`src/rtl/ssd_pkg.sv`:
```
`default_nettype none
// ============================================================================
//  Module      : ssd_pkg
//  Description : Shared constants for the seven-segment scan controller.
//                Segment bytes are active-low, bit order {a,b,c,d,e,f,g,dp},
//                so bit 7 is segment a and bit 0 is the decimal point.
//  Revision    : 1.0  initial release
// ============================================================================
package ssd_pkg;

    localparam logic [7:0] SS_0     = 8'h03;
    localparam logic [7:0] SS_1     = 8'h9F;
    localparam logic [7:0] SS_2     = 8'h25;
    localparam logic [7:0] SS_3     = 8'h0D;
    localparam logic [7:0] SS_4     = 8'h99;
    localparam logic [7:0] SS_5     = 8'h49;
    localparam logic [7:0] SS_6     = 8'h41;
    localparam logic [7:0] SS_7     = 8'h1F;
    localparam logic [7:0] SS_8     = 8'h01;
    localparam logic [7:0] SS_9     = 8'h09;
    localparam logic [7:0] SS_P     = 8'h31;
    localparam logic [7:0] SS_A     = 8'h11;
    localparam logic [7:0] SS_F     = 8'h71;
    localparam logic [7:0] SS_BLANK = 8'hFF;

    localparam logic [3:0] CODE_P   = 4'd10;
    localparam logic [3:0] CODE_A   = 4'd11;

endpackage : ssd_pkg
`default_nettype wire

```
`src/rtl/ssd_glyph_dec.sv`:
```
`default_nettype none
// ============================================================================
//  Module      : ssd_glyph_dec
//  Description : Combinational glyph decoder. Maps a 4-bit digit code to an
//                active-low segment byte {a..g,dp}. Codes 12-15 all show F.
//                A suppressed digit has segments a-g off but keeps its dp.
//  Ports       : i_code     digit code
//                i_dp       decimal point request (clears bit 0)
//                i_suppress leading-zero suppression for this digit
//                o_seg      active-low segments
//  Revision    : 1.0  initial release
// ============================================================================
module ssd_glyph_dec
    import ssd_pkg::*;
(
    input  logic [3:0] i_code,
    input  logic       i_dp,
    input  logic       i_suppress,
    output logic [7:0] o_seg
);

    logic [7:0] w_base;

    always_comb begin
        w_base = SS_F;
        case (i_code)
            4'd0:   w_base = SS_0;
            4'd1:   w_base = SS_1;
            4'd2:   w_base = SS_2;
            4'd3:   w_base = SS_3;
            4'd4:   w_base = SS_4;
            4'd5:   w_base = SS_5;
            4'd6:   w_base = SS_6;
            4'd7:   w_base = SS_7;
            4'd8:   w_base = SS_8;
            4'd9:   w_base = SS_9;
            CODE_P: w_base = SS_P;
            CODE_A: w_base = SS_A;
            default: w_base = SS_F;
        endcase
        if (i_suppress) begin
            w_base = SS_BLANK;
        end
        o_seg = {w_base[7:1], w_base[0] & ~i_dp};
    end

endmodule : ssd_glyph_dec
`default_nettype wire

```
`src/rtl/ssd_scan_ctl.sv`:
```
`default_nettype none
// ============================================================================
//  Module      : ssd_scan_ctl
//  Description : N-digit multiplexed seven-segment scan controller with
//                frame-synchronous double buffering, per-digit dp/blank/blink,
//                leading-zero suppression, PWM brightness and a dark dead
//                cycle at the start of every digit slot.
//  Ports       : f_cst      clock
//                rst        synchronous active-high reset
//                dsp        digit codes, digit i = dsp[4i+3:4i], digit 0 right
//                dp/blank/blink  per-digit attributes (buffered)
//                lz_en      leading-zero suppression (live)
//                bright     PWM duty, 0 dark, all-ones full on (live)
//                load       capture digit data into the pending buffer
//                upd_pend   pending buffer waiting for frame boundary
//                BCD        active-low segments {a..g,dp}
//                BCD_c      active-low one-hot digit enables
//                frame_tick one-cycle pulse after each completed frame
//  Revision    : 1.0  initial release
// ============================================================================
module ssd_scan_ctl
    import ssd_pkg::*;
#(
    parameter int N_DIG     = 4,
    parameter int SCAN_DIV  = 18,
    parameter int BLINK_DIV = 7,
    parameter int PWM_BITS  = 4
) (
    input  logic                  f_cst,
    input  logic                  rst,
    input  logic [4*N_DIG-1:0]    dsp,
    input  logic [N_DIG-1:0]      dp,
    input  logic [N_DIG-1:0]      blank,
    input  logic [N_DIG-1:0]      blink,
    input  logic                  lz_en,
    input  logic [PWM_BITS-1:0]   bright,
    input  logic                  load,
    output logic                  upd_pend,
    output logic [7:0]            BCD,
    output logic [N_DIG-1:0]      BCD_c,
    output logic                  frame_tick
);

    localparam int                 c_IDX_W    = (N_DIG > 1) ? $clog2(N_DIG) : 1;
    localparam logic [c_IDX_W-1:0] c_IDX_LAST = c_IDX_W'(N_DIG - 1);

    // scan counters
    logic [SCAN_DIV-1:0]  r_cnt;
    logic [c_IDX_W-1:0]   r_idx;
    logic [BLINK_DIV-1:0] r_blink_ctr;

    // active (displayed) and pending buffers
    logic [4*N_DIG-1:0]   r_act_dsp,   r_pnd_dsp;
    logic [N_DIG-1:0]     r_act_dp,    r_pnd_dp;
    logic [N_DIG-1:0]     r_act_blank, r_pnd_blank;
    logic [N_DIG-1:0]     r_act_blink, r_pnd_blink;
    logic                 r_upd_pend;

    // output registers
    logic [7:0]           r_bcd;
    logic [N_DIG-1:0]     r_bcd_c;
    logic                 r_frame_tick;

    logic                 w_slot_end;
    logic                 w_frame_end;
    logic [3:0]           w_code;
    logic [N_DIG-1:0]     w_zero_run;
    logic                 w_run;
    logic                 w_supp;
    logic                 w_pwm_on;
    logic                 w_lit;
    logic [7:0]           w_seg;
    logic [N_DIG-1:0]     w_an;

    assign w_slot_end  = &r_cnt;
    assign w_frame_end = w_slot_end && (r_idx == c_IDX_LAST);

    // ------------------------------------------------------------------
    // Counters
    // ------------------------------------------------------------------
    always_ff @(posedge f_cst) begin
        if (rst) begin
            r_cnt       <= '0;
            r_idx       <= '0;
            r_blink_ctr <= '0;
        end else begin
            r_cnt <= r_cnt + 1'b1;
            if (w_slot_end) begin
                r_idx <= (r_idx == c_IDX_LAST) ? '0 : r_idx + 1'b1;
            end
            if (w_frame_end) begin
                r_blink_ctr <= r_blink_ctr + 1'b1;
            end
        end
    end

    // ------------------------------------------------------------------
    // Double buffer. A load coinciding with frame_end bypasses the
    // pending stage so the new data is visible in the very next frame.
    // ------------------------------------------------------------------
    always_ff @(posedge f_cst) begin
        if (rst) begin
            r_act_dsp   <= '0;
            r_act_dp    <= '0;
            r_act_blank <= '0;
            r_act_blink <= '0;
            r_pnd_dsp   <= '0;
            r_pnd_dp    <= '0;
            r_pnd_blank <= '0;
            r_pnd_blink <= '0;
            r_upd_pend  <= 1'b0;
        end else begin
            if (load) begin
                r_pnd_dsp   <= dsp;
                r_pnd_dp    <= dp;
                r_pnd_blank <= blank;
                r_pnd_blink <= blink;
            end
            if (w_frame_end && load) begin
                r_act_dsp   <= dsp;
                r_act_dp    <= dp;
                r_act_blank <= blank;
                r_act_blink <= blink;
                r_upd_pend  <= 1'b0;
            end else if (w_frame_end && r_upd_pend) begin
                r_act_dsp   <= r_pnd_dsp;
                r_act_dp    <= r_pnd_dp;
                r_act_blank <= r_pnd_blank;
                r_act_blink <= r_pnd_blink;
                r_upd_pend  <= 1'b0;
            end else if (load) begin
                r_upd_pend  <= 1'b1;
            end
        end
    end

    // ------------------------------------------------------------------
    // Leading-zero chain: w_zero_run[i] is set when digit i and every
    // digit above it hold code 0.
    // ------------------------------------------------------------------
    always_comb begin
        w_run      = 1'b1;
        w_zero_run = '0;
        for (int i = N_DIG - 1; i >= 0; i--) begin
            w_run         = w_run && (r_act_dsp[4*i +: 4] == 4'd0);
            w_zero_run[i] = w_run;
        end
    end

    assign w_code   = r_act_dsp[{r_idx, 2'b00} +: 4];
    assign w_supp   = lz_en && (r_idx != '0) && w_zero_run[r_idx];
    assign w_pwm_on = (r_cnt[PWM_BITS-1:0] < bright) || (&bright);

    // A suppressed digit with no dp has nothing to show, so it is kept dark.
    assign w_lit = !r_act_blank[r_idx]
                && !(r_act_blink[r_idx] && r_blink_ctr[BLINK_DIV-1])
                && (r_cnt != '0)
                && w_pwm_on
                && !(w_supp && !r_act_dp[r_idx]);

    ssd_glyph_dec u_glyph (
        .i_code     (w_code),
        .i_dp       (r_act_dp[r_idx]),
        .i_suppress (w_supp),
        .o_seg      (w_seg)
    );

    always_comb begin
        w_an = '1;
        for (int i = 0; i < N_DIG; i++) begin
            if (w_lit && (r_idx == c_IDX_W'(i))) begin
                w_an[i] = 1'b0;
            end
        end
    end

    // ------------------------------------------------------------------
    // Output registers
    // ------------------------------------------------------------------
    always_ff @(posedge f_cst) begin
        if (rst) begin
            r_bcd        <= SS_BLANK;
            r_bcd_c      <= '1;
            r_frame_tick <= 1'b0;
        end else begin
            r_bcd        <= w_lit ? w_seg : SS_BLANK;
            r_bcd_c      <= w_an;
            r_frame_tick <= w_frame_end;
        end
    end

    assign BCD        = r_bcd;
    assign BCD_c      = r_bcd_c;
    assign frame_tick = r_frame_tick;
    assign upd_pend   = r_upd_pend;

endmodule : ssd_scan_ctl
`default_nettype wire

```
`config.mk`:
```
export PLATFORM = sky130hd
export DESIGN_NAME = ssd_scan_ctl
export DESIGN_NICKNAME = d
export VERILOG_FILES = /design/src/rtl/ssd_pkg.sv /design/src/rtl/ssd_glyph_dec.sv /design/src/rtl/ssd_scan_ctl.sv
export SDC_FILE = /design/constraint.sdc
export NUM_CORES = 1
export LEC_CHECK = 0
export ABC_AREA = 1
export BUFFER_PORTS_ARGS = -buffer_cell sky130_fd_sc_hd__buf_2
export CAP_MARGIN = 10
export CORE_MARGIN = 2
export CORE_UTILIZATION = 30
export CTS_CLUSTER_SIZE = 14
export DETAILED_ROUTE_END_ITERATION = 7
export SLEW_MARGIN = 5
export SYNTH_ARGS = -nofsm -noshare
export SYNTH_HDL_FRONTEND = slang
export SYNTH_SLANG_ARGS = --single-unit
```
`constraint.sdc`:
```
create_clock -name f_cst -period 4.9 [get_ports f_cst]
set_input_delay 0.98 -clock f_cst [delete_from_list [all_inputs] [get_ports f_cst]]
set_output_delay 0.98 -clock f_cst [all_outputs]
set_load 0.02 [all_outputs]
```
==> out/summary.txt <==
first-pass GRT wire length: 18.10 mm
Remaining Overflow, GRT: 0
CTS tree: yes
Vias: 4181
origin of the critical flop-to-flop path: r_idx[0]
fmax: 385.8 MHz
Root Buffer Master: clkbuf_16
Critical Path Max Stage Delay: 780 ps
worst skew pair latency: 350 ps
max-cap violations: 0
die width: 131.1 microns
FF-to-FF setup slack: 2310 ps
DPL Wire Length: 7.147 mm
GR Util met3: 3.781%
layer with the highest usage: met2
CTS Sinks: 97
Multi-input gate area: 2283 sq um
final WL: 10.39 mm
Post-CTS Setup Repair Bufs: 0
n_diodes: 0
NumNets Final: 804
XOR/XNOR Fraction of Synth Area: 1.265%
reg-to-reg endpoint: BCD_c[2]
mux contribution to synthesized area: 0.2065%
Synth area leaders: dfxtp_1 40%, nand2_1 14%, inv_1 9.2%, a21oi_1 6.4%, nor2_1 6.4%
row count: 46
Vias/cell: 4.297
Die ar.: 17190 sq um
CP endpoint kind: flip-flop
Sequential cell area: 1942 sq um
post-cts resize count: 0
die height: 131.1 microns
Post-Synth Adder-Cell Area: 4.130%
Tot GR Track Use: 12.86%
cells along the critical path: inv_1 > o21ai_0 > nand2_1 > nor2_1 > nand3_1 > nor2_1 > nand3_1
post-synthesis sequential area ratio: 40.06%
fill count: 1747
Tcrit/Tclk final: 52.90%
TNS Setup: 0 ps
Syn Inst Count: 720
Synth Flop Type: dfxtp_1
setup violators final: 0
startpoint type of the worst setup path: flip-flop
Slowest cell on crit path: dfxtp_1
Max Clock Skew: 6.158 ps
main combinational cell family by area after synthesis: simple AND/OR/NAND/NOR gates
drt drc: 0
slew margin rel.: 43.14%
DR WL/cell: 10.67 microns
post-synth net total: 772
Port Buf Inserts: 49
Min-Delay Endpoint: r_blink_ctr[6]
hold crit path type: flip-flop to flip-flop
grt met1 use: 17.60%
Pwr Density: 302.5 nW/um^2
LEAKAGE: 0.002628 uW
top cells by count, synth: 175 x nand2_1, 119 x inv_1, 97 x dfxtp_1
Async SR Flop Fraction: 0%
CP Class: flip-flop to flip-flop
Final Cell Area: 5530 sq um
Worst-Margin Slew: 852.8 ps
H-tree depth: 3
I/O Pins: 50
placer's final routability congestion estimate: 0.7825
Post-synth EDFFs: 0
Hold Startpoint: r_blink_ctr[6]
Pre-antenna DRT Iters: 5
RSZ-0062 raised after global routing: false
Synth Warn #: 0
Synth area leader: dfxtp_1
number of global-route vias before repair: 3812
DP Area: 5214 sq um
run status: finished clean
simple-gate share of the synthesized area: 28.99%
core area: 15830 sq um
final hold violation count: 0
antenna violations before repair: 0
minimum clock period: 2592 ps
Unique masters post-synth: 31
synthesized flop and latch total: 97
R2R cell count: 7
mapped cell area: 4847 sq um
count leader, synth: nand2_1
Max Slew Vio Count: 0
worst hold path depth: 2
initial core utilization: 30.62%
clock slew at reported path FFs: 70 ps
post-synthesis compound-gate area fraction: 12.52%
fraction of layout cells with a size suffix above 1: 10.83%
GR Util met2: 19.42%
post-synth top area share: 40.06%
DR iter-0 viols: 309
TritonCTS buffer count: 9
VDD IR-drop max: 0.1653 mV
critical path arrival: 2780 ps
worst-path fanout max: 25
syn avg cell area: 6.732 sq um
hold_ws: 498.3 ps
CTS max path bufs: 2
required time of the critical path: 5090 ps
largest net degree at the start of global routing: 58
CTS Hold Bufs: 0
ANT nets after route: 0
Area Growth Syn to Fin: 14.09%
cell usage in the layout (no fill, tap or decap), types with 2 or more instances in the layout:
master,synthesis,routed
nor2_2,4,4
a21oi_1,62,62
nand2_1,175,175
clkinvlp_4,0,2
dfxtp_1,97,97
xor2_1,7,7
inv_1,119,119
nor2_4,3,3
nor3_1,9,9
o21ai_0,55,55
clkbuf_8,0,3
nand2_2,2,2
buf_2,8,49
nand4_1,10,10
ha_1,16,16
nor3b_1,2,2
nor2_1,82,82
nand3b_1,2,2
nand3_1,33,33
clkbuf_16,0,9
buf_4,0,3
cell type report:
cell class / count / area share (%)
Multi-Input combinational cell: 472 / 41.29
Sequential cell: 97 / 35.11
Inverter: 120 / 8.145
Tap cell: 216 / 4.887
Timing Repair Buffer: 52 / 4.842
Clock buffer: 12 / 4.819
Clock inverter: 4 / 0.9050
how the worst max path moves through the flow:
stage / start / to / slack (ps) / cells past startpoint
after CTS: r_idx[0] / BCD_c[2] / 2290 / 7
after global routing: r_idx[0] / BCD[7] / 1950 / 7
final: r_idx[0] / BCD_c[2] / 2310 / 7
after detailed placement: load / r_act_dsp[15] / 2170 / 7
after global placement: load / r_act_blink[2] / 2190 / 7
after floorplan: bright[1] / BCD_c[3] / 2840 / 9
power by group:
group	switching [uW]	internal, uW
Combinational	73.6	39.4
Clock	305	437
Sequential	7.92	810
metrics by stage:
stage,worst slack [ps],cells,util (%),total power [uW]
2_1_floorplan,2835,720,-,911.3
3_3_place_gp,2194,957,32.94,951.3
3_5_place_dp,2165,957,32.94,951.0
4_1_cts,2287,973,34.94,1698
5_1_grt,1950,973,34.94,1747
6_report,2308,973,34.94,1673
worst max-delay path, delay by kind of cell (launching register included):
family          cells  cell delay [ps]
simple gates        5             1010
flops               1              780
buf+inv             1              390
compound gates      1              260
sequential cells by signal, summed over array words and instances (netlist names), 4 cells and up:
name,count
r_act_dp,4
r_pnd_dp,4
r_pnd_blank,4
r_act_blink,4
r_act_dsp,16
r_pnd_dsp,16
BCD_c,4
r_blink_ctr,7
BCD,8
r_cnt,18
r_act_blank,4
r_pnd_blink,4
logic make-up (layout without fill, tap and decap cells):
logic type                 count (synthesis)  after routing
DFF                                       97             97
AOI/OAI and AO/OA                        120            120
buffers and inverters                    151            188
and+or+nand+nor                          328            328
xor gates and xnor gates                   7              7
adders and majority gates                 16             16
muxes                                      1              1
per-layer routing:
metal / share of wire (%) / wire length (microns)
met5: 0 / 0
met4: 1.3 / 140
met3: 4.9 / 507
met2: 42 / 4372
met1: 52 / 5365
Note: power is estimated with default switching activity, not from simulation.
